==> config.mk <==
export PLATFORM = sky130hd
export DESIGN_NAME = audio_capture_recorder
export DESIGN_NICKNAME = d
export VERILOG_FILES = /design/src/rtl/audio_capture_recorder.sv
export SDC_FILE = /design/constraint.sdc
export NUM_CORES = 1
export LEC_CHECK = 0
export CAP_MARGIN = 20
export CELL_PAD_IN_SITES_DETAIL_PLACEMENT = 1
export CELL_PAD_IN_SITES_GLOBAL_PLACEMENT = 1
export CORE_UTILIZATION = 36
export DETAILED_ROUTE_END_ITERATION = 8
export PLACE_DENSITY_LB_ADDON = 0.12
export SLEW_MARGIN = 20
export SYNTH_ARGS = -nofsm -noshare
export SYNTH_HDL_FRONTEND = slang
export SYNTH_SLANG_ARGS = --single-unit
==> constraint.sdc <==
create_clock -name clk -period 4 [get_ports clk]
set_input_delay 0.8 -clock clk [delete_from_list [all_inputs] [get_ports clk]]
set_output_delay 0.8 -clock clk [all_outputs]
set_load 0.05 [all_outputs]
==> src/rtl/audio_capture_recorder.sv <==
// Records one CODEC channel into a 16-bit RAM from address 0, draining the CODEC in every state.
// Optional rounding/saturation of the 24->16 bit conversion: define AUDIO_REC_ROUND_SAT_EN.
module audio_capture_recorder #(
  parameter int ADDR_W = 16,
  parameter int DEPTH  = 52612,
  parameter int DECIM  = 1
) (
  input  logic              clk,
  input  logic              reset_n,
  input  logic              start,
  input  logic              stop,
  input  logic              channel_sel,
  input  logic              read_ready,
  input  logic [23:0]       readdata_left,
  input  logic [23:0]       readdata_right,
  output logic              read,
  output logic [ADDR_W-1:0] mem_addr,
  output logic [15:0]       mem_wdata,
  output logic              mem_we,
  output logic              busy,
  output logic              done,
  output logic [ADDR_W-1:0] word_count
);

  localparam int CNT_W = (DECIM > 1) ? $clog2(DECIM) : 1;
  localparam logic [ADDR_W-1:0] LAST_ADDR = ADDR_W'(DEPTH - 1);
  localparam logic [CNT_W-1:0]  LAST_CNT  = CNT_W'(DECIM - 1);

  typedef enum logic [1:0] {IDLE, ARM, CAPTURE, DONE} state_t;

  state_t           state;
  logic [CNT_W-1:0] decim_cnt;
  logic             last_write;
  logic             accept_p0;

`ifdef AUDIO_REC_ROUND_SAT_EN
  logic signed [8:0] sample_p0;
  logic [6:0]        unused_lsbs;

  // Round half up on bit 7; only the positive end can overflow.
  function automatic logic [15:0] round_sat(input logic [16:0] s);
    logic signed [16:0] sum;
    sum = $signed({s[16], s[16:1]}) + $signed({16'd0, s[0]});
    if (sum > 17'sd32767)
      return 16'h7FFF;
    else
      return sum[15:0];
  endfunction

  logic [16:0] sel_hi;
  assign sel_hi      = channel_sel ? readdata_right[23:7] : readdata_left[23:7];
  assign unused_lsbs = readdata_left[6:0] ^ readdata_right[6:0];
  assign sample_p0   = '0;
`else
  logic [7:0] unused_lsbs;

  function automatic logic [15:0] round_sat(input logic [15:0] s);
    return s;
  endfunction

  logic [15:0] sel_hi;
  assign sel_hi      = channel_sel ? readdata_right[23:8] : readdata_left[23:8];
  assign unused_lsbs = readdata_left[7:0] ^ readdata_right[7:0];
`endif

  // A write finishing at the last address ends the recording; no sample is taken on that edge.
  assign last_write = mem_we && (mem_addr == LAST_ADDR);
  assign accept_p0  = read && !stop && !last_write;

  always_ff @(posedge clk or negedge reset_n) begin
    if (!reset_n) begin
      state      <= IDLE;
      read       <= 1'b0;
      mem_we     <= 1'b0;
      mem_addr   <= '0;
      mem_wdata  <= '0;
      word_count <= '0;
      decim_cnt  <= '0;
    end else begin
      read   <= read_ready & ~read;
      mem_we <= 1'b0;
      case (state)
        IDLE: begin
          if (start && !stop)
            state <= ARM;
        end
        ARM: begin
          mem_addr   <= '0;
          word_count <= '0;
          decim_cnt  <= '0;
          state      <= CAPTURE;
        end
        CAPTURE: begin
          // Write stage: the word presented this cycle is committed at this edge.
          if (mem_we) begin
            word_count <= word_count + ADDR_W'(1);
            if (mem_addr != LAST_ADDR)
              mem_addr <= mem_addr + ADDR_W'(1);
          end
          if (stop || last_write)
            state <= DONE;
          // Capture stage: latch the selected channel on the edge ending a read cycle.
          if (accept_p0) begin
            decim_cnt <= (decim_cnt == LAST_CNT) ? '0 : decim_cnt + CNT_W'(1);
            if (decim_cnt == '0) begin
              mem_we    <= 1'b1;
              mem_wdata <= round_sat(sel_hi);
            end
          end
        end
        DONE: begin
          if (start)
            state <= ARM;
        end
        default: state <= IDLE;
      endcase
    end
  end

  assign busy = (state == ARM) || (state == CAPTURE);
  assign done = (state == DONE);

endmodule
== After elaboration in Yosys (flattened, before gate mapping) ==
Cells that the tools add are included.
Cells by class
  $add $sub $neg: 3
  eq/ne operators: 11
  multiplexer cells: 16
  bitwise operators: 3
  reductions and logical operators: 15
Operator list (number)
  16-bit two-way mux: 4
  16-bit one-hot mux with 2 select lines: 2
  16-bit by 1-bit adder with 16-bit output, second input constant: 2
  16-bit equality test, second input constant: 1
  16-bit != test, second input constant: 1
  2-bit != test, second input constant: 6
  3-bit AND reduction: 3
  2-bit one-hot mux with 4 select lines: 1
  2-bit two-way mux: 3
  1-bit two-way mux: 5
  2-bit equality test, second input constant: 2
  1-bit logical AND: 4
  2-bit AND reduction: 2
  2-bit by 1-bit equality test with 1-bit output, second input constant: 1
  1-bit logical NOT: 2
  2-bit logical NOT: 1
  1-bit logical OR: 2
  1-bit inverter: 2
  1-bit one-hot mux with 2 select lines: 1
  2-bit nonzero test: 1
  1-bit adder, second input constant: 1
  1-bit AND: 1
Word-level totals
  register bits: 53
  input port bits: 54
  output and inout port bits: 52
  word-level logic and storage cells: 55

== Depth between registers and ports, before layout ==
  word-level depth: 6
  mapped depth: 8
  mapped depth without buffers: 6

== Worst setup path before layout ==
Ideal clock, no wire load.
  kind: flip-flop to flip-flop
  start point: register mem_addr[12]
  end point: register mem_wdata[0]
  library setup time: 0.125 ns
  arrival: 2.060 ns
  required time: 3.875 ns
  slack: 1.815 ns
  cell stages (with the launch flop): 6
  path buffers: 1
  period minus slack after synthesis: 2.185 ns
  cell sequence: dfrtp_1 or4_4 nor4_4 nor2_2 buf_6 mux2_4
Between the ends
  cells in the longest elaborated chain, start to end: 5
Ends and longest elaborated chain
  start, declared: line 17  | output logic [ADDR_W-1:0] mem_addr,
  start signal, assigned: line 98  | mem_addr <= mem_addr + ADDR_W'(1);
  16-bit equality test: line 67  | assign last_write = mem_we && (mem_addr == LAST_ADDR);
  1-bit logical AND: line 67
  1-bit logical NOT: line 68  | assign accept_p0 = read && !stop && !last_write;
  1-bit logical AND: line 68
  3-bit AND reduction (no line)
  end signal, assigned: line 107  | mem_wdata <= round_sat(sel_hi);
  end, declared: line 18  | output logic [15:0] mem_wdata,
No other way between the ends.
A chain may end at the register's enable or synchronous reset.

== Worst setup path in the final report ==
  start point: register state[1]
  end point: output port busy
Between the ends
  cells in the longest elaborated chain, start to end: 2
  elaborated cells on any way between the ends: 3
  classes of those cells: eq/ne: 2; reduce/logical: 1
Ends and longest elaborated chain
  start, declared: line 31  | state_t state;
  start signal, assigned: line 72  | state <= IDLE;
  start signal, assigned: line 85  | state <= ARM;
  start signal, assigned: line 91  | state <= CAPTURE;
  2-bit by 1-bit equality test with 1-bit output / 2-bit equality test (equally long branches): line 120  | assign busy = (state == ARM) || (state == CAPTURE);
  1-bit logical OR (*): line 120
  end, declared: line 20  | output logic busy,
Mark *: on every way between the ends. The rest lies on a longest branch, timed or not.

==> impl_metrics.env <==
export IMPL_power_density_nw_per_um2=526
export IMPL_drt_pass1_iter_count=4
export IMPL_fin_worst_skew_ns=0.00518
export IMPL_antenna_left=0
export IMPL_start_kind="flop"
export IMPL_grt_pass1_vias=2386
export IMPL_routed_wl_um=7210
export IMPL_cp_end_kind="output port"
export IMPL_crit_fanout=5
export IMPL_cp_required_ns=3.20
export IMPL_hold_start="word_count[15]$_DFFE_PN0P_"
export IMPL_holdBufCountCts=0
export IMPL_cts_clk_slew_worst_paths_ns=0.09
export IMPL_syn_area_sq_um=2740
export IMPL_post_cts_buffers=0
export IMPL_drtIter0Drc=42
export IMPL_clkLatencyLatePin_ns=0.30
export IMPL_numCtsBuffers=5
export IMPL_rows=31
export IMPL_cts_tree="done"
export IMPL_seq_area_sq_um=1300
export IMPL_drv_slew=0
export IMPL_hold_viol=0
export IMPL_cts_max_path_buffers=2
export IMPL_finalCritPeriodShare_pct=69.8
export IMPL_grt_max_degree=37
export IMPL_reg2regPathDepth=6
export IMPL_synth_seq_cells=52
export IMPL_instances_no_fill=445
export IMPL_grt_overflow=0
export IMPL_synth_cell_types=39
export IMPL_wl_per_cell_um=16.2
export IMPL_multiInputGateArea_sq_um=1380
export IMPL_tightest_slew_ns=0.983
export IMPL_finalSetupTns_ns=0
export IMPL_worstHoldEndpoint="word_count[15]$_DFFE_PN0P_"
export IMPL_layout_commonest_cell="clkdlybuf4s50_1"
export IMPL_setup_viol=0
export IMPL_syn_to_final_growth_pct=40.1
export IMPL_post_route_drc_count=0
export IMPL_placed_area_sq_um=3730
export IMPL_cpPeakStageDelay_ns=0.81
export IMPL_vias_per_cell=5.29
export IMPL_core_area_sq_um=7290
export IMPL_synthCells=255
export IMPL_fillers=850
export IMPL_final_area_sq_um=3840
export IMPL_vias=2353
export IMPL_r2r_start="state[0]$_DFFE_PN0P_"
export IMPL_slew_limit_headroom_pct=33.9
export IMPL_outcome="finished clean"
export IMPL_power_w=0.00202
export IMPL_die_x_um=89.3
export IMPL_synthesis_nets=316
export IMPL_drive_above_1_share_pct=14.7
export IMPL_layout_common_cells="clkdlybuf4s50_1 (88), dfrtp_1 (52), nand2_1 (29)"
export IMPL_gp_congestion=0.813
export IMPL_cp_slowest_cell="clkdlybuf4s50_1"
export IMPL_postSynthAreaPerCell_sq_um=10.8
export IMPL_ir_worst_vdd_uv=483
export IMPL_track_usage_pct=19.1
export IMPL_max_freq_ghz=0.358
export IMPL_worstSetupPathType="flop to output port"
export IMPL_post_route_min_period_ns=2.79
export IMPL_clock_root_buffer="clkbuf_8"
export IMPL_synth_seq_area_share_pct=47.5
export IMPL_path_cells="inv_1 > ha_1 > clkdlybuf4s50_1"
export IMPL_grt_first_pass_wirelength_um=11600
export IMPL_diodes=0
export IMPL_io_pins=106
export IMPL_die_area_sq_um=7970
export IMPL_numClockSinks=52
export IMPL_worstPathArrival_ns=1.99
export IMPL_rsz0062_at_grt="no"
export IMPL_worst_r2r_setup_slack_ns=1.45
export IMPL_initial_utilization_pct=37.6
export IMPL_ys_warnings_count=0
export IMPL_die_h_um=89.3
export IMPL_cap_violations=0
export IMPL_p_leak_nw=1.60
export IMPL_dpl_cell_count=437
export IMPL_r2r_end="mem_addr[15]$_DFFE_PN0P_"
export IMPL_hpwl_um=5350
export IMPL_cts_resized=0
export IMPL_fin_nets=406
export IMPL_holdWs_ns=0.482
export IMPL_antenna_found_initial=0
export IMPL_hold_class="flop to flop"
export IMPL_io_buffers=89
export IMPL_hold_path_depth=1
export IMPL_htreeDepth=2
==> flip-flops by register name (all words and copies together) (netlist names) <==
register / cells
mem_wdata: 16
read: 1
mem_addr: 16
word_count: 16
state: 2
mem_we: 1
==> area by class of cell <==
class / count / area share, %
flip-flops and latches: 52 / 33.9
clock buffers: 6 / 1.89
multi-input cells: 189 / 35.9
repair buffers: 92 / 23.7
clock inverters: 2 / 0.912
well taps: 99 / 3.23
inverters: 5 / 0.489
==> report_power, final <==
| group | internal [W] | total [W] | switching (W) |
|---|---|---|---|
| clock network | 0.000186 | 0.000357 | 0.000170 |
| registers | 0.000621 | 0.000685 | 0.0000647 |
| logic | 0.000371 | 0.000980 | 0.000609 |
==> Yosys cell counts <==
| cell | count | area, sq um |
|---|---|---|
| a21oi_1 | 5 | 25.0 |
| a221oi_1 | 1 | 8.76 |
| a22o_1 | 1 | 8.76 |
| a31o_2 | 2 | 17.5 |
| a31oi_1 | 2 | 12.5 |
| a41o_1 | 2 | 20.0 |
| and2_1 | 2 | 12.5 |
| and3_1 | 2 | 12.5 |
| and4_1 | 2 | 17.5 |
| buf_1 | 1 | 3.75 |
| buf_6 | 1 | 11.3 |
| clkbuf_1 | 7 | 26.3 |
| dfrtp_1 | 52 | 1300 |
| ha_1 | 7 | 87.6 |
| inv_1 | 5 | 18.8 |
| mux2_2 | 23 | 259 |
| mux2_4 | 9 | 135 |
| mux2i_1 | 8 | 80.1 |
| nand2_1 | 29 | 109 |
| nand2b_1 | 1 | 6.26 |
| nand3_1 | 14 | 70.1 |
| nand4_1 | 10 | 62.6 |
| nand4b_1 | 1 | 8.76 |
| nor2_1 | 20 | 75.1 |
| nor2_2 | 1 | 6.26 |
| nor2b_1 | 3 | 18.8 |
| nor3_1 | 5 | 25.0 |
| nor4_1 | 9 | 56.3 |
| nor4_4 | 1 | 21.3 |
| nor4b_1 | 1 | 8.76 |
| o211ai_1 | 2 | 15.0 |
| o21ai_0 | 7 | 35.0 |
| o21ba_2 | 1 | 10.0 |
| or2_2 | 1 | 6.26 |
| or3_1 | 1 | 6.26 |
| or4_1 | 2 | 15.0 |
| or4_4 | 2 | 22.5 |
| xnor2_1 | 9 | 78.8 |
| xor2_1 | 3 | 26.3 |
==> kinds of logic after synthesis <==
kind of cell    share of synthesized area [%]
flops                                    47.5
buf+inv                                  2.19
compound gates                           5.57
xor+xnor                                 3.83
fa+ha+maj                                3.19
simple gates                             20.4
mux                                      17.3
==> worst max-delay path by stage <==
stage,cells past startpoint,startpoint,end
2_1_floorplan,5,mem_addr[12]$_DFFE_PN0P_,mem_wdata[0]$_DFFE_PN0P_
5_1_grt,3,state[1]$_DFFE_PN0P_,busy
3_3_place_gp,3,channel_sel,mem_wdata[11]$_DFFE_PN0P_
3_5_place_dp,6,state[0]$_DFFE_PN0P_,mem_addr[15]$_DFFE_PN0P_
4_1_cts,3,state[1]$_DFFE_PN0P_,busy
6_report,3,state[1]$_DFFE_PN0P_,busy
==> critical path: cells and delay by family, from the launching register on <==
family                   cells  cell delay, ns
flip-flops                   1            0.44
buffers and inverters        2            0.92
adder cells (fa/ha/maj)      1            0.33
==> layer usage <==
layer | part of all wire [%] | global-route usage [%]
met5 | 0 | 0
met4 | 0.35 | 4.18
met2 | 52 | 34.4
met3 | 4.9 | 3.79
met1 | 43 | 23.6
==> stage by stage <==
stage,setup slack [ns],utilization (%)
after floorplan,1.81,-
after global placement,1.46,51.2
after detailed placement,1.43,51.2
after CTS,1.18,52.7
after global routing,1.12,52.7
final,1.21,52.7
(Power assumes the default switching activity.)
